[src/rtl/fifo2pcie.sv]
// Pops TLP beats from the TX TLP FIFO into a 2-entry queue and drives the PCIe core's 64-bit AXI-Stream TX port.
// Optional length checking and src_dsc marking is built when FIFO2PCIE_LEN_CHECK_EN is defined.

package pcie_tlp_pkg;
    localparam int unsigned PCIE_DATA_W     = 64;
    localparam int unsigned PCIE_KEEP_W     = PCIE_DATA_W / 8;
    localparam int unsigned PCIE_TUSER_TX_W = 4;

    typedef logic                       PCIE_TREADY64;
    typedef logic                       PCIE_TVALID64;
    typedef logic                       PCIE_TLAST64;
    typedef logic [PCIE_KEEP_W-1:0]     PCIE_TKEEP64;
    typedef logic [PCIE_DATA_W-1:0]     PCIE_TDATA64;
    typedef logic [PCIE_TUSER_TX_W-1:0] PCIE_TUSER64_TX;
endpackage

package nettlp_pkg;
    localparam int unsigned LEN_W = 16;

    typedef struct packed {
        logic [LEN_W-1:0] len;
        logic [2:0]       fmt;
        logic [4:0]       pkttype;
        logic [7:0]       tag;
    } TLP_FIELD64;

    typedef struct packed {
        logic                        tvalid;
        pcie_tlp_pkg::PCIE_TLAST64    tlast;
        pcie_tlp_pkg::PCIE_TKEEP64    tkeep;
        pcie_tlp_pkg::PCIE_TDATA64    tdata;
        pcie_tlp_pkg::PCIE_TUSER64_TX tuser;
        TLP_FIELD64                   field;
    } TLP64_TX;

    typedef struct packed {
        logic    data_valid;
        TLP64_TX tlp;
    } PCIE_FIFO64_TX;

    typedef struct packed {
        pcie_tlp_pkg::PCIE_TLAST64    tlast;
        pcie_tlp_pkg::PCIE_TKEEP64    tkeep;
        pcie_tlp_pkg::PCIE_TDATA64    tdata;
        pcie_tlp_pkg::PCIE_TUSER64_TX tuser;
    } tx_beat_t;
endpackage

module fifo2pcie
    import pcie_tlp_pkg::*, nettlp_pkg::*;
(
    input  logic           pcie_clk,
    input  logic           pcie_rst,
    output logic           rd_en,
    input  PCIE_FIFO64_TX  dout,
    input  logic           empty,
    input  PCIE_TREADY64   pcie_tready,
    output PCIE_TVALID64   pcie_tvalid,
    output PCIE_TLAST64    pcie_tlast,
    output PCIE_TKEEP64    pcie_tkeep,
    output PCIE_TDATA64    pcie_tdata,
    output PCIE_TUSER64_TX pcie_tuser,
    output logic [15:0]    err_cnt
);

    typedef enum logic [1:0] {S_IDLE, S_PKT, S_DISCARD} state_t;

    state_t     state_q, state_n;
    logic [1:0] occ_q, occ_n;
    logic [2:0] fill;
    logic       rd_q, pop, enq;
    tx_beat_t   q0_q, q1_q, q0_n, q1_n, beat;
    logic       unused_bits;

    assign pop = pcie_tvalid && pcie_tready;

    // In-flight read counts as occupied so a returning beat always has a slot
    assign fill  = 3'(occ_q) - 3'(pop) + 3'(rd_q);
    assign rd_en = !pcie_rst && !empty && (fill < 3'd2);

`ifdef FIFO2PCIE_LEN_CHECK_EN
    localparam int unsigned EXP_W     = LEN_W - 2;
    localparam int unsigned LEN_RND_W = LEN_W + 1;

    logic [EXP_W-1:0]     exp_q, exp_n, cnt_q, cnt_n, idx, exp_cur;
    logic [LEN_RND_W-1:0] len_rnd;
    logic                 err_inc;

    assign unused_bits = ^{dout.tlp.tvalid, dout.tlp.field, len_rnd[2:0]};
`else
    assign unused_bits = ^{dout.tlp.tvalid, dout.tlp.field};
`endif

    // FSM state register
    always_ff @(posedge pcie_clk) begin
        if (pcie_rst) state_q <= S_IDLE;
        else          state_q <= state_n;
    end

    // Next state and beat acceptance/modification
    always_comb begin
        state_n = state_q;
        enq     = 1'b0;
        beat    = '{tlast: dout.tlp.tlast, tkeep: dout.tlp.tkeep,
                    tdata: dout.tlp.tdata, tuser: dout.tlp.tuser};
`ifdef FIFO2PCIE_LEN_CHECK_EN
        exp_n   = exp_q;
        cnt_n   = cnt_q;
        err_inc = 1'b0;
        len_rnd = {1'b0, dout.tlp.field.len} + LEN_RND_W'(7);
        exp_cur = (state_q == S_IDLE) ? len_rnd[LEN_RND_W-1:3] : exp_q;
        idx     = (state_q == S_IDLE) ? EXP_W'(1) : cnt_q + EXP_W'(1);
`endif
        if (rd_q && dout.data_valid) begin
            case (state_q)
                S_IDLE, S_PKT: begin
                    enq     = 1'b1;
                    state_n = dout.tlp.tlast ? S_IDLE : S_PKT;
`ifdef FIFO2PCIE_LEN_CHECK_EN
                    exp_n = exp_cur;
                    cnt_n = idx;
                    if (dout.tlp.tlast && (idx < exp_cur)) begin
                        beat.tuser[3] = 1'b1;
                        err_inc       = 1'b1;
                    end else if (!dout.tlp.tlast && (idx >= exp_cur)) begin
                        beat.tlast = 1'b1;
                        err_inc    = 1'b1;
                        state_n    = S_DISCARD;
                    end
`endif
                end
                S_DISCARD: begin
                    if (dout.tlp.tlast) state_n = S_IDLE;
                end
                default: state_n = S_IDLE;
            endcase
        end
    end

    // Queue shift on pop, write into the first free slot on enqueue
    always_comb begin
        q0_n  = q0_q;
        q1_n  = q1_q;
        occ_n = occ_q - 2'(pop);
        if (pop) q0_n = q1_q;
        if (enq) begin
            if (occ_n == 2'd0) q0_n = beat;
            else               q1_n = beat;
            occ_n = occ_n + 2'd1;
        end
    end

    always_ff @(posedge pcie_clk) begin
        if (pcie_rst) begin
            occ_q       <= '0;
            rd_q        <= 1'b0;
            q0_q        <= '0;
            q1_q        <= '0;
            pcie_tvalid <= 1'b0;
        end else begin
            occ_q       <= occ_n;
            rd_q        <= rd_en;
            q0_q        <= q0_n;
            q1_q        <= q1_n;
            pcie_tvalid <= (occ_n != 2'd0);
        end
    end

    assign pcie_tlast = q0_q.tlast;
    assign pcie_tkeep = q0_q.tkeep;
    assign pcie_tdata = q0_q.tdata;
    assign pcie_tuser = q0_q.tuser;

`ifdef FIFO2PCIE_LEN_CHECK_EN
    always_ff @(posedge pcie_clk) begin
        if (pcie_rst) begin
            exp_q   <= '0;
            cnt_q   <= '0;
            err_cnt <= '0;
        end else begin
            exp_q <= exp_n;
            cnt_q <= cnt_n;
            if (err_inc && (err_cnt != 16'hFFFF)) err_cnt <= err_cnt + 16'd1;
        end
    end
`else
    assign err_cnt = '0;
`endif

endmodule
[config.mk]
export PLATFORM = sky130hd
export DESIGN_NAME = fifo2pcie
export DESIGN_NICKNAME = d
export VERILOG_FILES = /design/src/rtl/fifo2pcie.sv
export SDC_FILE = /design/constraint.sdc
export NUM_CORES = 1
export LEC_CHECK = 0
export CAP_MARGIN = 0
export CORE_MARGIN = 2
export CORE_UTILIZATION = 45
export CTS_BUF_LIST = sky130_fd_sc_hd__clkbuf_8
export DETAILED_ROUTE_END_ITERATION = 10
export GPL_TIMING_DRIVEN = 0
export PLACE_DENSITY = 0.83
export SLEW_MARGIN = 20
export SYNTH_ARGS = -nofsm -noshare
export SYNTH_HDL_FRONTEND = slang
export SYNTH_SLANG_ARGS = --single-unit
[constraint.sdc]
create_clock -name pcie_clk -period 3.3 [get_ports pcie_clk]
set_input_delay 0.66 -clock pcie_clk [delete_from_list [all_inputs] [get_ports pcie_clk]]
set_output_delay 0.66 -clock pcie_clk [all_outputs]
set_load 0.05 [all_outputs]
==> results.sh <==
export IMPL_setup_violations=0
export IMPL_maxSlewViolCount=0
export IMPL_synth_top_area_cell="dfxtp_1"
export IMPL_chipHeight_um=127
export IMPL_fmax_mhz=317
export IMPL_start_util_pct=46.4
export IMPL_slowest_stage="fa_1"
export IMPL_syn_cell_area_um2=6770
export IMPL_critPathCapture="rd_en"
export IMPL_netlist_top_cells_area="dfxtp_1, nand2_1, a311oi_2, a21oi_1, nor2_1"
export IMPL_cp_depth=9
export IMPL_rr_worst_depth=9
export IMPL_muxShareOfSynthArea_pct=0.314
export IMPL_die_x_um=127
export IMPL_syn_area_per_cell_um2=8.37
export IMPL_drv_cap=0
export IMPL_drcViolationCount=0
export IMPL_grt_usage_pct=22.6
export IMPL_ys_ff_latch=158
export IMPL_r2r_end="q1_q[68]"
export IMPL_crit_chain="dlygate4sd2_1, nand2_4, buf_4, xnor2_1, nand2_1, fa_1, xor2_1, nor4b_4, buf_6"
export IMPL_io_buffers=159
export IMPL_sequentialPowerShare_pct=37.5
export IMPL_antenna_found_initial=0
export IMPL_fillers=1267
export IMPL_cellLeakagePower_nw=3.09
export IMPL_synth_warnings=0
export IMPL_clock_sinks=158
export IMPL_layout_setup_ws_ns=0.146
export IMPL_worst_pin_slew_ns=0.764
export IMPL_swShare_pct=39.7
export IMPL_final_nets=1119
export IMPL_drive_above_1_share_pct=15.3
export IMPL_ff2ff_setup_slack_ns=1.14
export IMPL_synth_edff_count=0
export IMPL_clkTransAtPathRegs_ns=0.08
export IMPL_synth_compound_area_share_pct=21.5
export IMPL_synth_top_family_by_area="simple AND/OR/NAND/NOR gates"
export IMPL_powerDensity_nw_per_um2=689
export IMPL_ir_drop_mv=0.355
export IMPL_cts_tree="yes"
export IMPL_synthAdderAreaFrac_pct=0.481
export IMPL_clock_path_buffers=2
export IMPL_cts_buffers=17
export IMPL_place_congestion=0.792
export IMPL_hold_viol=0
export IMPL_final_core_util_pct=62.1
export IMPL_synth_simple_gate_area_share_pct=22.5
export IMPL_drtIter0Drc=412
export IMPL_finalClockSkew_ns=0.00826
export IMPL_synth_ff_type="dfxtp_1"
export IMPL_design_area_um2=9060
export IMPL_rows=44
export IMPL_clkPwrFrac_pct=22.6
export IMPL_postPlaceCellArea_um2=8660
export IMPL_gr_total_overflow=0
export IMPL_worstSetupStartpoint="pcie_tready"
export IMPL_yosysMostFrequentCell="nand2_1"
export IMPL_worstPathMaxFanout=10
export IMPL_htree_levels=4
export IMPL_arrival_ns=2.49
export IMPL_slowest_delay_ns=0.37
export IMPL_required_ns=2.64
export IMPL_critical_path_buf_inv_count=3
export IMPL_end_kind="output pin"
export IMPL_r2r_start="pcie_tvalid"
export IMPL_via_per_inst=5.16
export IMPL_drt_wl_total_um=18100
export IMPL_period_share_pct=95.6
export IMPL_p_switching_mw=2.48
export IMPL_final_period_minus_worst_setup_slack_ns=3.15
export IMPL_grt_pass1_wl_um=29200
export IMPL_place_ws_ns=-0.967
export IMPL_synth_async_reset_ratio_pct=0
export IMPL_ant_nets=0
export IMPL_synth_cells=809
export IMPL_worstSkewPairLatency_ns=0.45
export IMPL_synth_xor_area_share_pct=0.628
export IMPL_synth_cell_types=26
export IMPL_areaGrowthSynthToFinish_pct=33.8
export IMPL_status="finished clean"
export IMPL_die_area_um2=16000
export IMPL_critPathKind="primary input to output pin"
export IMPL_critPathLaunchType="primary input"
export IMPL_comb_power_share_pct=39.9
export IMPL_clockRootBuffer="clkbuf_8"
export IMPL_grt_pass1_vias=5818
export IMPL_hpwl_um=12700
export IMPL_ios=210
export IMPL_dr_total_vias=6184
export IMPL_p_int_mw=3.76
export IMPL_wire_per_inst_um=15.1
export IMPL_grt_max_degree=17
export IMPL_first_pass_iters=5
export IMPL_synth_top_area_share_pct=46.7
export IMPL_antennaDiodeCount=0
export IMPL_core_region_area_um2=14600
export IMPL_ys_seq_area_share_pct=46.7
export IMPL_grt_setup_unrepaired="no"
export IMPL_slew_headroom_pct=49.1
export IMPL_synthTopCellsByCount="nand2_1, dfxtp_1, a21oi_1"
export IMPL_hold_class="flip-flop to flip-flop"
export IMPL_path_delay_family="buffers and inverters"
export IMPL_cts_hold_buf=0
==> tightest hold or removal path, cell delays in order, from the launching register on <==
cell and delay (ns):
dfxtp_1 0.31, nand2_1 0.05, a21oi_1 0.05
==> timing repair <==
item,CTS,global route
hold endpoints to repair,0,0
gates resized for setup,11,0
setup endpoints to repair,1,0
setup buffers,0,0
==> flip-flops by register name, summed over array words and instances, names as in the netlist <==
name and count:
occ_q 2, pcie_tdata 64, pcie_tkeep 8, pcie_tlast 1, pcie_tuser 4, pcie_tvalid 1
q1_q 77, rd_q 1
==> cell type report <==
cell class                      count  area (um^2)  area share (%)
Timing Repair Buffer              159         1590            17.6
Clock buffer                       19          262            2.89
Sequential cell                   158         3160            34.9
Multi-Input combinational cell    580         3160            34.9
Buffer                             86          529            5.84
Clock inverter                     13          124            1.37
Tap cell                          184          230            2.54
==> worst min path at each step <==
stage	from	to	slack, ns	cells past startpoint
2_1_floorplan	q1_q[0]	q1_q[0]	0.44	2
3_3_place_gp	q1_q[52]	q1_q[52]	0.44	2
3_5_place_dp	q1_q[14]	q1_q[14]	0.45	2
4_1_cts	q1_q[52]	q1_q[52]	0.46	2
5_1_grt	q1_q[52]	q1_q[52]	0.47	2
6_report	q1_q[40]	q1_q[40]	0.46	2
==> through the flow <==
stage               hold slack (ns)  power, mW  setup TNS (ns)  cells
finish                        0.456       6.24               0   1199
CTS                           0.458       6.27               0   1199
floorplan                     0.437       4.07               0    824
global route                  0.470       6.53               0   1199
detailed placement            0.447       4.86          -0.967   1167
global placement              0.441       4.83          -0.969   1167
==> routing by layer <==
| metal | track usage (%) | share of wire, % | up-vias |
|---|---|---|---|
| met5 | 0 | 0 | - |
| met4 | 8.27 | 2.1 | 0 |
| met3 | 5.40 | 6.0 | 32 |
| met2 | 35.8 | 47 | 195 |
| met1 | 30.0 | 45 | 2897 |
| li1 | - | - | 3060 |
==> kinds of logic after synthesis <==
family,after synthesis
and+or+nand+nor,398
AOI/OAI and AO/OA,158
DFF,158
buffers and inverters,86
xor gates and xnor gates,4
adders and majority gates,2
muxes,2
other,1
==> power groups by stage <==
stage | Sequential (mW) | Combinational, mW | Clock [mW]
finish | 2.34 | 2.49 | 1.41
global route | 2.37 | 2.65 | 1.51
CTS | 2.34 | 2.50 | 1.43
detailed placement | 2.38 | 2.49 | 0
global placement | 2.37 | 2.45 | 0
floorplan | 3.02 | 1.05 | 0
==> layout by cell type (no fill, tap or decap), drive strengths merged, types with 2 or more instances in the layout <==
cell type,netlist,layout
nand3b,2,2
buf,62,63
clkbuf,24,43
dfxtp,158,158
bufinv,0,2
clkdlybuf4s50,0,157
nand2,311,311
clkinvlp,0,3
a21oi,80,80
xnor2,2,2
clkinv,0,6
xor2,2,2
conb,1,16
a311oi,77,77
nor4b,2,2
nor2,79,79
inv,0,2
Note: power is estimated with default switching activity, not from simulation.
